`src/rtl/tmr_irq_ctrl_if.sv`:
```
// APB slave bundle shared by the timer and its interrupt controller.
//   psel/penable/pwrite/paddr/pwdata : driven by the bus master
//   prdata/pready/pslverr            : driven by the slave
interface tmr_irq_ctrl_if #(
  parameter int unsigned DATA_WIDTH = 8,
  parameter int unsigned ADDR_WIDTH = 3
);
  logic                  psel;
  logic                  penable;
  logic                  pwrite;
  logic [ADDR_WIDTH-1:0] paddr;
  logic [DATA_WIDTH-1:0] pwdata;
  logic [DATA_WIDTH-1:0] prdata;
  logic                  pready;
  logic                  pslverr;

  modport master (
    output psel, penable, pwrite, paddr, pwdata,
    input  prdata, pready, pslverr
  );

  modport slave (
    input  psel, penable, pwrite, paddr, pwdata,
    output prdata, pready, pslverr
  );
endinterface

```
`src/rtl/tmr_irq_ctrl.sv`:
```
// Timer interrupt controller. Edge-detects the timer OVF/UDF flags, latches them in a
// write-1-to-clear pending register, counts events per source (saturating) and drives one
// registered, maskable irq line in level or pulse mode.
// Ports:
//   pclk    : system clock, rising edge
//   preset  : synchronous active-high reset
//   apb     : 8-bit APB slave (zero wait states, pslverr on addresses 5..7)
//   tmr_ovf : timer overflow flag (level)
//   tmr_udf : timer underflow flag (level)
//   irq     : registered interrupt request
// Register map: 0 ISR (W1C), 1 IER, 2 OVF_CNT, 3 UDF_CNT, 4 CTRL[0]=MODE (1 = pulse).
module tmr_irq_ctrl #(
  parameter int unsigned DATA_WIDTH = 8,
  parameter int unsigned ADDR_WIDTH = 3
) (
  input  logic                 pclk,
  input  logic                 preset,
  tmr_irq_ctrl_if.slave        apb,
  input  logic                 tmr_ovf,
  input  logic                 tmr_udf,
  output logic                 irq
);

  localparam logic [ADDR_WIDTH-1:0] AddrIsr  = ADDR_WIDTH'(0);
  localparam logic [ADDR_WIDTH-1:0] AddrIer  = ADDR_WIDTH'(1);
  localparam logic [ADDR_WIDTH-1:0] AddrOcnt = ADDR_WIDTH'(2);
  localparam logic [ADDR_WIDTH-1:0] AddrUcnt = ADDR_WIDTH'(3);
  localparam logic [ADDR_WIDTH-1:0] AddrCtrl = ADDR_WIDTH'(4);

  // Bit 0 = OVF, bit 1 = UDF throughout.
  logic       ovf_prev_q, udf_prev_q;
  logic [1:0] evt;
  logic [1:0] evt_q;
  logic [1:0] isr_q, isr_d;
  logic [1:0] ier_q, ier_d;
  logic [7:0] ovf_cnt_q, ovf_cnt_d;
  logic [7:0] udf_cnt_q, udf_cnt_d;
  logic       mode_q, mode_d;
  logic       irq_d;

  logic access, wr_en, rd_en, addr_valid;
  logic [DATA_WIDTH-1:0] rdata;

  assign evt = {tmr_udf & ~udf_prev_q, tmr_ovf & ~ovf_prev_q};

  // A reset cycle aborts any transfer in flight.
  assign access     = apb.psel & apb.penable & ~preset;
  assign wr_en      = access & apb.pwrite;
  assign rd_en      = access & ~apb.pwrite;
  assign addr_valid = (apb.paddr <= AddrCtrl);

  always_comb begin
    isr_d     = isr_q;
    ier_d     = ier_q;
    ovf_cnt_d = ovf_cnt_q;
    udf_cnt_d = udf_cnt_q;
    mode_d    = mode_q;

    if (wr_en && apb.paddr == AddrIsr) isr_d = isr_q & ~apb.pwdata[1:0];
    isr_d = isr_d | evt;  // set beats a same-cycle clear

    if (wr_en && apb.paddr == AddrIer)  ier_d  = apb.pwdata[1:0];
    if (wr_en && apb.paddr == AddrCtrl) mode_d = apb.pwdata[0];

    // Write-to-clear takes the coincident event into account: result is 1, not 0.
    if (wr_en && apb.paddr == AddrOcnt) ovf_cnt_d = {7'd0, evt[0]};
    else if (evt[0] && ovf_cnt_q != 8'hFF) ovf_cnt_d = ovf_cnt_q + 8'd1;

    if (wr_en && apb.paddr == AddrUcnt) udf_cnt_d = {7'd0, evt[1]};
    else if (evt[1] && udf_cnt_q != 8'hFF) udf_cnt_d = udf_cnt_q + 8'd1;

    // Pulse mode uses the registered events so both modes share the same 2-edge latency.
    irq_d = mode_q ? |(evt_q & ier_q) : |(isr_q & ier_q);
  end

  always_ff @(posedge pclk) begin
    if (preset) begin
      ovf_prev_q <= 1'b0;
      udf_prev_q <= 1'b0;
      evt_q      <= 2'b00;
      isr_q      <= 2'b00;
      ier_q      <= 2'b00;
      ovf_cnt_q  <= 8'h00;
      udf_cnt_q  <= 8'h00;
      mode_q     <= 1'b0;
      irq        <= 1'b0;
    end else begin
      ovf_prev_q <= tmr_ovf;
      udf_prev_q <= tmr_udf;
      evt_q      <= evt;
      isr_q      <= isr_d;
      ier_q      <= ier_d;
      ovf_cnt_q  <= ovf_cnt_d;
      udf_cnt_q  <= udf_cnt_d;
      mode_q     <= mode_d;
      irq        <= irq_d;
    end
  end

  always_comb begin
    rdata = '0;
    if (rd_en) begin
      case (apb.paddr)
        AddrIsr:  rdata = DATA_WIDTH'(isr_q);
        AddrIer:  rdata = DATA_WIDTH'(ier_q);
        AddrOcnt: rdata = DATA_WIDTH'(ovf_cnt_q);
        AddrUcnt: rdata = DATA_WIDTH'(udf_cnt_q);
        AddrCtrl: rdata = DATA_WIDTH'(mode_q);
        default:  rdata = '0;
      endcase
    end
  end

  assign apb.prdata  = rdata;
  assign apb.pready  = 1'b1;
  assign apb.pslverr = access & ~addr_valid;

endmodule

```
`src/flat_wrapper.sv`:
```
// flat-port wrapper written by rule: the top's interface ports become plain ports
module tmr_irq_ctrl_flat 
#(
  parameter int unsigned DATA_WIDTH = 8,
  parameter int unsigned ADDR_WIDTH = 3
)
  (pclk, preset, tmr_ovf, tmr_udf, irq, apb_psel, apb_penable, apb_pwrite, apb_paddr, apb_pwdata, apb_prdata, apb_pready, apb_pslverr);
  tmr_irq_ctrl_if #(.DATA_WIDTH(DATA_WIDTH), .ADDR_WIDTH(ADDR_WIDTH)) apb_i ();
  input  logic pclk;
  input  logic preset;
  input  logic tmr_ovf;
  input  logic tmr_udf;
  output logic irq;
  input wire logic [$bits(apb_i.psel)-1:0] apb_psel;
  input wire logic [$bits(apb_i.penable)-1:0] apb_penable;
  input wire logic [$bits(apb_i.pwrite)-1:0] apb_pwrite;
  input wire logic [$bits(apb_i.paddr)-1:0] apb_paddr;
  input wire logic [$bits(apb_i.pwdata)-1:0] apb_pwdata;
  output wire logic [$bits(apb_i.prdata)-1:0] apb_prdata;
  output wire logic [$bits(apb_i.pready)-1:0] apb_pready;
  output wire logic [$bits(apb_i.pslverr)-1:0] apb_pslverr;
  assign apb_i.psel = apb_psel;
  assign apb_i.penable = apb_penable;
  assign apb_i.pwrite = apb_pwrite;
  assign apb_i.paddr = apb_paddr;
  assign apb_i.pwdata = apb_pwdata;
  assign apb_prdata = apb_i.prdata;
  assign apb_pready = apb_i.pready;
  assign apb_pslverr = apb_i.pslverr;
  tmr_irq_ctrl #(.DATA_WIDTH(DATA_WIDTH), .ADDR_WIDTH(ADDR_WIDTH)) u_core (.pclk(pclk), .preset(preset), .apb(apb_i), .tmr_ovf(tmr_ovf), .tmr_udf(tmr_udf), .irq(irq));
endmodule
```
`config.mk`:
```
export PLATFORM = sky130hd
export DESIGN_NAME = tmr_irq_ctrl_flat
export DESIGN_NICKNAME = d
export VERILOG_FILES = /design/src/rtl/tmr_irq_ctrl_if.sv /design/src/rtl/tmr_irq_ctrl.sv /design/src/flat_wrapper.sv
export SDC_FILE = /design/constraint.sdc
export NUM_CORES = 1
export LEC_CHECK = 0
export BUFFER_PORTS_ARGS = -buffer_cell sky130_fd_sc_hd__buf_2
export CORE_MARGIN = 1.5
export CORE_UTILIZATION = 40
export CTS_CLUSTER_SIZE = 24
export DETAILED_ROUTE_END_ITERATION = 10
export GPL_TIMING_DRIVEN = 1
export PLACE_DENSITY = 0.71
export SLEW_MARGIN = 20
export SYNTH_ARGS = -nofsm -noshare
export SYNTH_HDL_FRONTEND = slang
export SYNTH_SLANG_ARGS = --single-unit
export TNS_END_PERCENT = 30
```
`constraint.sdc`:
```
create_clock -name pclk -period 1.7 [get_ports pclk]
set_input_delay 0.34 -clock pclk [delete_from_list [all_inputs] [get_ports pclk]]
set_output_delay 0.34 -clock pclk [all_outputs]
set_load 0.005 [all_outputs]
```
==> results by group <==
Outcome
  • Status: finished with violations
  • Violated checks: setup timing

Timing
  • Tmin final: 1.77 ns
  • Fmax: 564 MHz
  • Clock Skews: 0.00454 ns
  • Final Hold Viols: 0
  • Setup violation total in the final timing report: 2
  • Final period utilization: 104%
  • RSZ-0062 raised after global routing: yes
  • Final max-slew violation count: 0
  • Final worst slack: -0.0734 ns

Hold path
  • Hold Crit Class: in -> reg
  • Hold_sp: tmr_ovf
  • Hold path endpoint: u_core.ovf_prev_q
  • WHS Path Cells: 2

Power
  • Pwr Density: 732 nW/um^2
  • Peak supply drop: 0.404 mV
  • Lkg Pwr: 0.000684 uW

Global route
  • Met3 usage: 2.69%
  • Initial antenna violation count: 0
  • Largest net degree at the start of global routing: 16
  • First-pass GRT wire length: 5.27 mm
  • Total gr overflow: 0
  • Tot GR Track Use: 18.6%
  • Number of global-route vias before repair: 1194
  • M2 GR Usage: 31.6%
  • GR Util met1: 24.3%
  • Top Usage Layer GRT: met2

Setup path
  • Arrival @ worst endpoint: 1.43 ns
  • Crit path required time: 1.36 ns
  • R2R cell count: 6
  • Critical path buffers and inverters: 1
  • CP Capture Type: primary output
  • R2r setup slk: 0.09 ns
  • CP Max Fanout: 4
  • Critical path type: reg -> out
  • CP peak stage delay: 0.40 ns
  • Crit. path cell count: 5
  • Slowest CP cell: dfxtp_1
  • CP delay by family, top: flip-flops
  • Crit-path cells: and3b_1 -> a21oi_1 -> o22a_1 -> nor4_1 -> buf_2
  • Crit Reg-Reg Startpoint: u_core.udf_cnt_q[0]
  • R2R Path End: u_core.udf_cnt_q[1]
  • Worst setup SP type: flip-flop

Logic synthesis
  • Cell variety after synth: 44
  • Synthesis Warnings: 0
  • Yosys top cell by area: dfxtp_1
  • Ys async rst share: 0%
  • Yosys reg bits: 26
  • Synth Instances: 159
  • Dominant cells by area after synthesis: dfxtp_1, mux2i_1, nor2_1
  • Syn_nets: 179
  • Avg Cell Area, Syn: 8.67 sq um
  • Yosys top cell area share: 37.7%
  • Sequential share of the synthesized area: 37.7%
  • Synthesized area: 1380 sq um
  • EDFF count, synth: 0
  • Top_reg_cell synth: dfxtp_1

CTS
  • CTS tree: done
  • Skew-Pair Late Insertion Delay: 0.32 ns
  • CTS Hold Bufs: 0
  • Cts bufs inserted: 3
  • Bufs on Longest Clock Path: 2
  • CTS root buf: clkbuf_4
  • Clock-pin slew on the worst setup and hold paths: 0.14 ns
  • Clock Sinks: 26
  • H-tree Lvls: 1

Route
  • DRT Wirelength: 3.22 mm
  • Routed Antenna Nets: 0
  • Vias per cell: 5.30
  • Via count: 1245
  • Routed wire per std cell: 13.7 microns
  • DRT Pass-1 Iters: 5
  • DRT iter0 DRCs: 61
  • DRC: 0

Cells and area
  • Most frequent cells in the layout: nor2_1, buf_2, dfxtp_1
  • Nets: 210
  • P&R area growth vs syn: 21.7%
  • Fin area: 1680 sq um
  • Filler-free cell count of the finished design: 235
  • Commonest non-fill, non-tap cell in the layout: nor2_1
  • Layout cells sized above 1: 25.9%
  • Antenna cells: 0

Place
  • I/O Buffers: 21
  • Placed inst area: 1570 sq um
  • Placed Cells: 228
  • Gp weighted congestion: 0.927
  • Dpl hpwl: 2.41 mm

Floorplanning
  • Starting Density: 41.6%
  • IO Pins: 29
  • Die ar.: 3810 sq um
  • Die width: 61.7 microns
  • Core Box Area: 3310 sq um
  • Die Y: 61.7 microns
  • Row count: 21

Flow run
  • Max-cap viol count: 0
power by group:
| group | internal [uW] | switching, uW |
|---|---|---|
| registers | 632 | 14.7 |
| logic | 79.3 | 79.1 |
| clock network | 238 | 185 |
layer usage:
layer  routed length, microns  vias to the layer above
met4                       34                        0
met5                        0                        -
met1                     1520                      570
met3                      154                        4
li1                         -                      638
met2                     1520                       33
synth_stat cells, types with 2 or more instances:
cell type / count
dfxtp_1: 26
nor2_1: 22
a21oi_1: 11
mux2i_1: 11
nand2_1: 10
nand3_1: 7
nor2b_1: 5
o21ai_0: 5
or3_1: 4
xor2_1: 4
clkbuf_1: 3
nand4_1: 3
xnor2_1: 3
a211oi_1: 2
a22oi_1: 2
and2_1: 2
and3_1: 2
and3b_1: 2
buf_4: 2
ha_1: 2
inv_1: 2
nor3_1: 2
nor3b_1: 2
nor4_1: 2
o2111ai_1: 2
o211ai_1: 2
or4_1: 2
metrics by stage:
step	hold WS [ns]	setup TNS, ns	total power, uW	utilization [%]	setup WS (ns)
finish	0.245	-0.144	1230	50.7	-0.0734
global route	0.249	-0.409	1290	50.7	-0.171
CTS	0.244	-0.158	1240	50.2	-0.0773
detailed placement	0.500	0	798	47.4	0.00428
global placement	0.491	0	789	47.4	0.0230
floorplan	0.458	0	744	-	0.0544
cells by family after synthesis:
logic type	Yosys count	share of synthesized area (%)
AND/OR/NAND/NOR	70	26.6
AO/OA/AOI/OAI	31	15.2
flip-flops	26	37.7
multiplexers	13	10.4
buffers and inverters	9	3.54
XOR/XNOR	7	4.45
adder cells (fa/ha/maj)	2	1.81
other	1	0.272
layout make-up:
type,count,area (sq um)
inverter,2,7.51
multi-input combinational,124,836
sequential,26,529
clock inverter,1,30.0
timing repair buffer,33,195
clock buffer,3,22.5
tap,46,57.6
fill,339,1630
worst max-delay path by stage:
stage,start,to,slack (ns)
4_1_cts,u_core.ovf_cnt_q[1],apb_prdata[1],-0.08
2_1_floorplan,preset,u_core.udf_cnt_q[7],0.05
3_3_place_gp,apb_paddr[0],apb_prdata[0],0.02
6_report,u_core.mode_q,apb_prdata[0],-0.07
5_1_grt,u_core.mode_q,apb_prdata[0],-0.17
3_5_place_dp,preset,apb_prdata[2],0.004
timing repair:
action                                 in CTS  in global routing
setup endpoints to repair                   3                 14
endpoints found under the hold margin       0                  0
setup buffers                               3                  0
pin swaps                                   2                  1
gates resized for setup                     8                  4
sequential cells by signal (all words and copies together), names as in the netlist:
name / count
u_core.ovf_cnt_q: 8
u_core.udf_cnt_q: 8
u_core.evt_q: 2
u_core.ier_q: 2
u_core.isr_q: 2
u_core.irq: 1
u_core.mode_q: 1
u_core.ovf_prev_q: 1
u_core.udf_prev_q: 1
(Power assumes the default switching activity.)
